==> src/rtl/xdiv_pkg.sv <==
// Shared types and decode helpers for the xdiv diversifying coprocessor.
// Holds the FSM state encoding, operation codes and the delay-mask decode.
package xdiv_pkg;

  typedef enum logic [2:0] {
    ST_IDLE,
    ST_RNDWAIT,
    ST_DELAY,
    ST_EXEC,
    ST_DONE
  } state_t;

  localparam logic [2:0] OP_XOR    = 3'b000;
  localparam logic [2:0] OP_ADD    = 3'b001;
  localparam logic [2:0] OP_RDRAND = 3'b010;
  localparam logic [2:0] OP_SUB    = 3'b011;
  localparam logic [2:0] OP_AND    = 3'b100;

  // Mask of s+1 low ones; callers truncate or extend to the sample width.
  function automatic logic [7:0] mask_decode(input logic [2:0] s);
    logic [8:0] m;
    m = (9'd1 << ({1'b0, s} + 4'd1)) - 9'd1;
    return m[7:0];
  endfunction

  function automatic logic op_supported(input logic [2:0] op);
    return (op <= OP_AND);
  endfunction

endpackage

==> src/rtl/xdiv_lfsr.sv <==
// Free-running Galois LFSR with a configurable tap mask and an extra
// feedback input that lets external entropy perturb the sequence.
module xdiv_lfsr #(
  parameter int               WIDTH = 32,
  parameter logic [WIDTH-1:0] SEED  = WIDTH'(32'h6789ABCD),
  parameter logic [WIDTH-1:0] TAPS  = WIDTH'(32'h80200003)
) (
  input  logic             cop_clk,
  input  logic             rst,
  input  logic             extra_tap,
  output logic [WIDTH-1:0] value
);

  logic feedback;

  assign feedback = value[0] ^ extra_tap;

  // NOTE: registers use non-blocking assignments so every flop samples pre-edge values.
  always_ff @(posedge cop_clk) begin
    if (rst) begin
      value <= SEED;
    end else begin
      value <= (value >> 1) ^ (feedback ? TAPS : '0);
    end
  end

endmodule

==> src/rtl/xdiv_cop_gen2.sv <==
// Diversifying coprocessor: latches operands, waits a TRNG-driven delay, then
// executes XOR/ADD/SUB/AND/RDRAND. Define XDIV_DUMMY_OPS_EN for dummy DELAY ops.
module xdiv_cop_gen2
  import xdiv_pkg::*;
#(
  parameter int              XLEN      = 32,
  parameter int              RW        = 8,
  parameter logic [6:0]      CUSOPCODE = 7'b0001011,
  parameter logic [XLEN-1:0] LFSR_SEED = XLEN'(32'h6789ABCD)
) (
  input  logic            cop_clk,
  input  logic            rst,
  input  logic            cop_valid,
  input  logic [31:0]     cop_insn,
  input  logic [XLEN-1:0] cop_rs1,
  input  logic [XLEN-1:0] cop_rs2,
  output logic            cop_ready,
  output logic            cop_wr,
  output logic            cop_wait,
  output logic [XLEN-1:0] cop_rd,
  output logic            trn_gen,
  input  logic            trn_rdy,
  input  logic [RW-1:0]   trn_rnd
);

  localparam logic [XLEN-1:0] LFSR_TAPS = (XLEN == 64) ? XLEN'(64'hD800_0000_0000_0000)
                                                       : XLEN'(64'h0000_0000_8020_0003);

  state_t            state;
  state_t            state_n;
  logic [XLEN-1:0]   rs1_q;
  logic [XLEN-1:0]   rs2_q;
  logic [6:0]        funct_q;
  logic [RW-1:0]     rnd;
  logic [RW-1:0]     cnt;
  logic [RW-1:0]     mask;
  logic [XLEN-1:0]   resreg;
  logic [XLEN-1:0]   prng;
  logic [XLEN-1:0]   rnd_ext;
  logic [2:0]        op;
  logic              supported;
  logic              accept;

  assign op        = funct_q[2:0];
  assign supported = op_supported(op);
  assign mask      = RW'(mask_decode(funct_q[5:3]));
  assign rnd_ext   = XLEN'(rnd);
  assign accept    = (state == ST_IDLE) && cop_valid && (cop_insn[6:0] == CUSOPCODE);
  assign cop_rd    = resreg;

  function automatic logic [XLEN-1:0] alu(input logic [2:0]      sel,
                                          input logic [XLEN-1:0] a,
                                          input logic [XLEN-1:0] b,
                                          input logic [XLEN-1:0] r);
    case (sel)
      OP_XOR:    return a ^ b;
      OP_ADD:    return a + b;
      OP_SUB:    return a - b;
      OP_AND:    return a & b;
      OP_RDRAND: return r;
      default:   return '0;
    endcase
  endfunction

  // PRNG mixes in the parity of the last TRNG sample so its stream diverges per run.
  xdiv_lfsr #(
    .WIDTH (XLEN),
    .SEED  (LFSR_SEED),
    .TAPS  (LFSR_TAPS)
  ) u_lfsr (
    .cop_clk   (cop_clk),
    .rst       (rst),
    .extra_tap (^rnd),
    .value     (prng)
  );

  always_ff @(posedge cop_clk) begin
    if (rst) begin
      state <= ST_IDLE;
    end else begin
      state <= state_n;
    end
  end

  // NOTE: every output and next-state gets a default first so no path infers a latch.
  always_comb begin
    state_n   = state;
    cop_ready = 1'b0;
    cop_wr    = 1'b0;
    cop_wait  = 1'b0;
    trn_gen   = 1'b0;
    case (state)
      ST_IDLE: begin
        // Unsupported ops skip the TRNG and pass through EXEC to clear the result.
        if (accept) begin
          state_n = op_supported(cop_insn[27:25]) ? ST_RNDWAIT : ST_EXEC;
        end
      end
      ST_RNDWAIT: begin
        trn_gen  = 1'b1;
        cop_wait = 1'b1;
        if (trn_rdy) begin
          state_n = (op == OP_RDRAND) ? ST_EXEC : ST_DELAY;
        end
      end
      ST_DELAY: begin
        cop_wait = 1'b1;
        if (cnt == '0) begin
          state_n = ST_EXEC;
        end
      end
      ST_EXEC: begin
        state_n = ST_DONE;
      end
      ST_DONE: begin
        cop_ready = 1'b1;
        cop_wr    = supported;
        state_n   = ST_IDLE;
      end
      default: begin
        state_n = ST_IDLE;
      end
    endcase
  end

  always_ff @(posedge cop_clk) begin
    if (rst) begin
      rs1_q   <= '0;
      rs2_q   <= '0;
      funct_q <= '0;
      rnd     <= '0;
      cnt     <= '0;
      resreg  <= '0;
    end else begin
      case (state)
        ST_IDLE: begin
          if (accept) begin
            rs1_q   <= cop_rs1;
            rs2_q   <= cop_rs2;
            funct_q <= cop_insn[31:25];
          end
        end
        ST_RNDWAIT: begin
          if (trn_rdy) begin
            rnd <= trn_rnd;
            cnt <= funct_q[6] ? (trn_rnd & mask) : '0;
          end
        end
        ST_DELAY: begin
          if (cnt != '0) begin
            cnt <= cnt - 1'b1;
          end
`ifdef XDIV_DUMMY_OPS_EN
          resreg <= alu(op, rs1_q, prng, rnd_ext);
`endif
        end
        ST_EXEC: begin
          resreg <= supported ? alu(op, rs1_q, rs2_q, rnd_ext) : '0;
        end
        default: begin
        end
      endcase
    end
  end

`ifdef XDIV_DUMMY_OPS_EN
  logic unused_bits;
  assign unused_bits = ^cop_insn[24:7];
`else
  logic unused_bits;
  assign unused_bits = ^{cop_insn[24:7], prng};
`endif

endmodule

==> config.mk <==
export PLATFORM = sky130hd
export DESIGN_NAME = xdiv_cop_gen2
export DESIGN_NICKNAME = d
export VERILOG_FILES = /design/src/rtl/xdiv_pkg.sv /design/src/rtl/xdiv_lfsr.sv /design/src/rtl/xdiv_cop_gen2.sv
export SDC_FILE = /design/constraint.sdc
export NUM_CORES = 1
export LEC_CHECK = 0
export CORE_UTILIZATION = 35
export DETAILED_ROUTE_END_ITERATION = 10
export SLEW_MARGIN = 5
export SYNTH_ARGS = -nofsm -noshare
export SYNTH_HDL_FRONTEND = slang
export SYNTH_HIERARCHICAL = 1
export SYNTH_SLANG_ARGS = --single-unit
==> constraint.sdc <==
create_clock -name cop_clk -period 3.8 [get_ports cop_clk]
set_input_delay 0.76 -clock cop_clk [delete_from_list [all_inputs] [get_ports cop_clk]]
set_output_delay 0.76 -clock cop_clk [all_outputs]
set_load 0.02 [all_outputs]
==> impl_metrics.yaml <==
final_layout:
  antenna_cells: 0
  most-common-layout-cells: "193 x nand2_1, 154 x a21oi_1, 124 x clkdlybuf4s50_1, 121 x dfxtp_1, 83 x nor2_1"
  drive_gt1_share_pct: 9.06
  n_fill_cell: 2299
  final_core_util_pct: 46.3
  design_area_mm2: 0.0106
  nNetsFinal: 1377
  syn_to_final_growth_pct: 28.5
  final_common_cell: "nand2_1"
synthesis:
  yosys.area.top_type: "dfxtp_1"
  yosys_warnings: 6
  syn_nets: 1263
  netlist_area_mm2: 0.00826
  synth_edf_count: 0
  syn_area_per_cell_um2: 7.59
  ys_dominant_reg_cell: "dfxtp_1"
  async_flop_share_pct: 0
  synth_cell_types: 71
  synth_top_area_share_pct: 29.6
  synthTopCellsByArea: "dfxtp_1 30%, ha_1 10%, a21oi_1 9.5%"
  syn_inst: 1087
  ys_seq_elements: 122
  seq_area_frac_synth_pct: 29.6
place:
  placed_cell_area_mm2: 0.00993
  place_congestion: 0.886
  io_buffers: 125
  place_hpwl_um: 18200
  pre_cts_ws_ns: 0.104
run:
  maxCapViolCount: 0
power_and_ir_drop:
  peakVddDrop_mv: 0.229
  total_power_uw: 3450
  p_int_uw: 2550
  seq_power_share_pct: 37.2
  p_leak_uw: 0.00404
  p_sw_uw: 902
  power_density_mw_per_mm2: 325
  clock_power_share_pct: 49.0
  comb_power_share_pct: 13.8
  switching_share_pct: 26.1
worst_setup_path:
  slowest_delay_ns: 0.53
  path_delay_family: "simple AND/OR/NAND/NOR gates"
  worst_ep_arrival_time_ns: 3.96
  path_buf_inv: 1
  path_cells: "or4_4, nor3_4, nor3b_4, nand2_1, o31ai_4, xor2_1, ha_2, buf_4, nand2_1, o21ai_0, a21oi_1, nor2b_1, xor2_1, o22ai_1"
  path_class: "reg -> reg"
  cpMaxStageDelayCell: "or4_4"
  critPathRequiredTime_ns: 4.09
  cp-end-kind: "flop"
  worstPathMaxFanout: 5
  worstSetupStartpointType: "flop"
routing:
  routed_via_density: 5.29
  wire_per_inst_um: 16.5
  post-route-drc-count: 0
  first_pass_iters: 5
  drtIter0Drc: 507
  drt_wl_total_um: 25100
  antenna_left: 0
  vias: 8080
sta:
  post-route-period-util_pct: 96.4
  slew_violations: 0
  fmax_mhz: 273
  finalHoldViolCount: 0
  worstMarginPinSlew_ns: 1.02
  layout_min_cycle_time_ns: 3.66
  whs_ns: 0.482
  setup_viol: 0
  maxSlewHeadroom_pct: 32.2
  worst_slack_ns: 0.137
  finClkSkew_ns: 0.0132
  rsz0062_at_grt: "true"
clocking:
  clk_pin_slew_ns: 0.06
  cts_tree: "built"
  cts-root-buf: "clkbuf_16"
  cts_max_level: 4
  cts_buffers: 17
  clock_path_buffers: 2
  clock_latency_ns: 0.44
  cts_sinks: 122
  hold_buffers: 0
global_route:
  grt_max_degree: 78
  antenna_found_initial: 0
  grt_pass1_wl_um: 39800
  grt_usage_pct: 21.0
  grt_pass1_vias: 7549
  grt.overflow.total: 0
floorplan:
  die_h_um: 156
  num_io_pins: 144
  rows: 55
  die-area_mm2: 0.0242
  initial_utilization_pct: 36.0
  core_mm2: 0.0229
  die-width_um: 156
hold_path:
  hp-class: "reg -> reg"
run_status:
  status: "finished clean"
==> area by class of cell <==
cell class | instances | area [um2] | area share [%]
inverter | 15 | 56.3 | 0.531
clock buffer | 17 | 425 | 4.01
tap | 313 | 392 | 3.69
timing repair buffer | 166 | 1560 | 14.7
clock inverter | 15 | 175 | 1.65
sequential | 122 | 2440 | 23.0
multi-input combinational | 879 | 5560 | 52.4
==> worst paths after layout <==
| kind | from | endpoint | slack [ns] | depth (start not counted) |
|---|---|---|---|---|
| setup / recovery | rs2_q[12]$_SDFFE_PP0P_ | cop_rd[22]$_SDFFE_PP0P_ | 0.14 | 14 |
| hold reg to reg | rs1_q[0]$_SDFFE_PP0P_ | rs1_q[0]$_SDFFE_PP0P_ | 0.48 | 2 |
| setup reg to reg | rs2_q[12]$_SDFFE_PP0P_ | cop_rd[22]$_SDFFE_PP0P_ | 0.14 | 14 |
| hold / removal | rs1_q[0]$_SDFFE_PP0P_ | rs1_q[0]$_SDFFE_PP0P_ | 0.48 | 2 |
==> cells in the mapped netlist, types with 3 or more instances <==
| library cell | instances |
|---|---|
| nor2b_1 | 8 |
| nand3_1 | 11 |
| o211ai_1 | 5 |
| nor2_1 | 85 |
| inv_1 | 15 |
| xor2_1 | 20 |
| a41oi_1 | 3 |
| nor3_1 | 33 |
| o21bai_1 | 3 |
| a211oi_1 | 9 |
| and2_1 | 9 |
| o21ai_0 | 41 |
| buf_2 | 3 |
| o2bb2ai_1 | 3 |
| a2bb2oi_1 | 3 |
| xnor2_1 | 37 |
| nand2_1 | 193 |
| nor3b_1 | 5 |
| dfxtp_1 | 122 |
| o22ai_1 | 19 |
| o31ai_1 | 10 |
| nand3b_1 | 4 |
| a21oi_1 | 156 |
| o21a_1 | 7 |
| clkbuf_1 | 66 |
| and3_1 | 6 |
| ha_1 | 67 |
| nand4_1 | 11 |
| or3_1 | 3 |
| mux2_2 | 3 |
| nor4_1 | 6 |
| a22oi_1 | 11 |
| nand2b_1 | 11 |
| mux2i_1 | 39 |
| a31oi_1 | 5 |
| a21o_1 | 10 |
==> power groups by stage <==
| stage | clock (uW) | combinational (uW) | sequential (uW) |
|---|---|---|---|
| after global routing | 1780 | 519 | 1280 |
| after detailed placement | 0 | 461 | 1310 |
| after CTS | 1720 | 466 | 1280 |
| after global placement | 0 | 460 | 1310 |
| after floorplan | 0 | 268 | 1310 |
| final | 1690 | 476 | 1280 |
==> logic make-up after synthesis <==
kind of cell,synth area share [%]
flops,29.6
fa+ha+maj,10.4
mux,5.14
xor+xnor,6.05
compound gates,22.7
simple gates,22.2
other cells,0.0454
buf+inv,3.96
==> what timing repair did <==
action / 4_1_cts / 5_1_grt
setup endpoints to repair: 0 / 9
setup buffers: 0 / 1
gates resized for setup: 0 / 20
==> registers in the layout, indices dropped and copies added (netlist names) <==
signal / cells
cnt: 8
cop_rd: 32
funct_q: 7
rnd: 8
rs1_q: 32
rs2_q: 32
state: 3
==> per-stage QoR <==
| stage | instances | TNS [ns] |
|---|---|---|
| 2_1_floorplan | 1087 | 0 |
| 3_3_place_gp | 1494 | 0 |
| 3_5_place_dp | 1494 | 0 |
| 4_1_cts | 1526 | 0 |
| 5_1_grt | 1527 | -0.284 |
| 6_report | 1527 | 0 |
==> worst register-to-register path: stages (launching register included) <==
cell     delay, ns
dfxtp_1       0.36
or4_4         0.53
nor3_4        0.17
nor3b_4       0.34
nand2_1       0.19
o31ai_4       0.23
xor2_1        0.18
ha_2          0.33
buf_4         0.16
nand2_1       0.08
o21ai_0       0.08
a21oi_1       0.26
nor2b_1       0.29
xor2_1        0.21
o22ai_1       0.11
==> routing by layer <==
metal / share of wire, % / vias up / track usage [%]
li1: - / 4111 / -
met1: 50 / 3750 / 29.5
met2: 44 / 188 / 32.6
met3: 4.5 / 31 / 3.89
met4: 1.4 / 0 / 5.84
met5: 0 / - / 0
No activity file was read; power rests on OpenSTA's default activity.
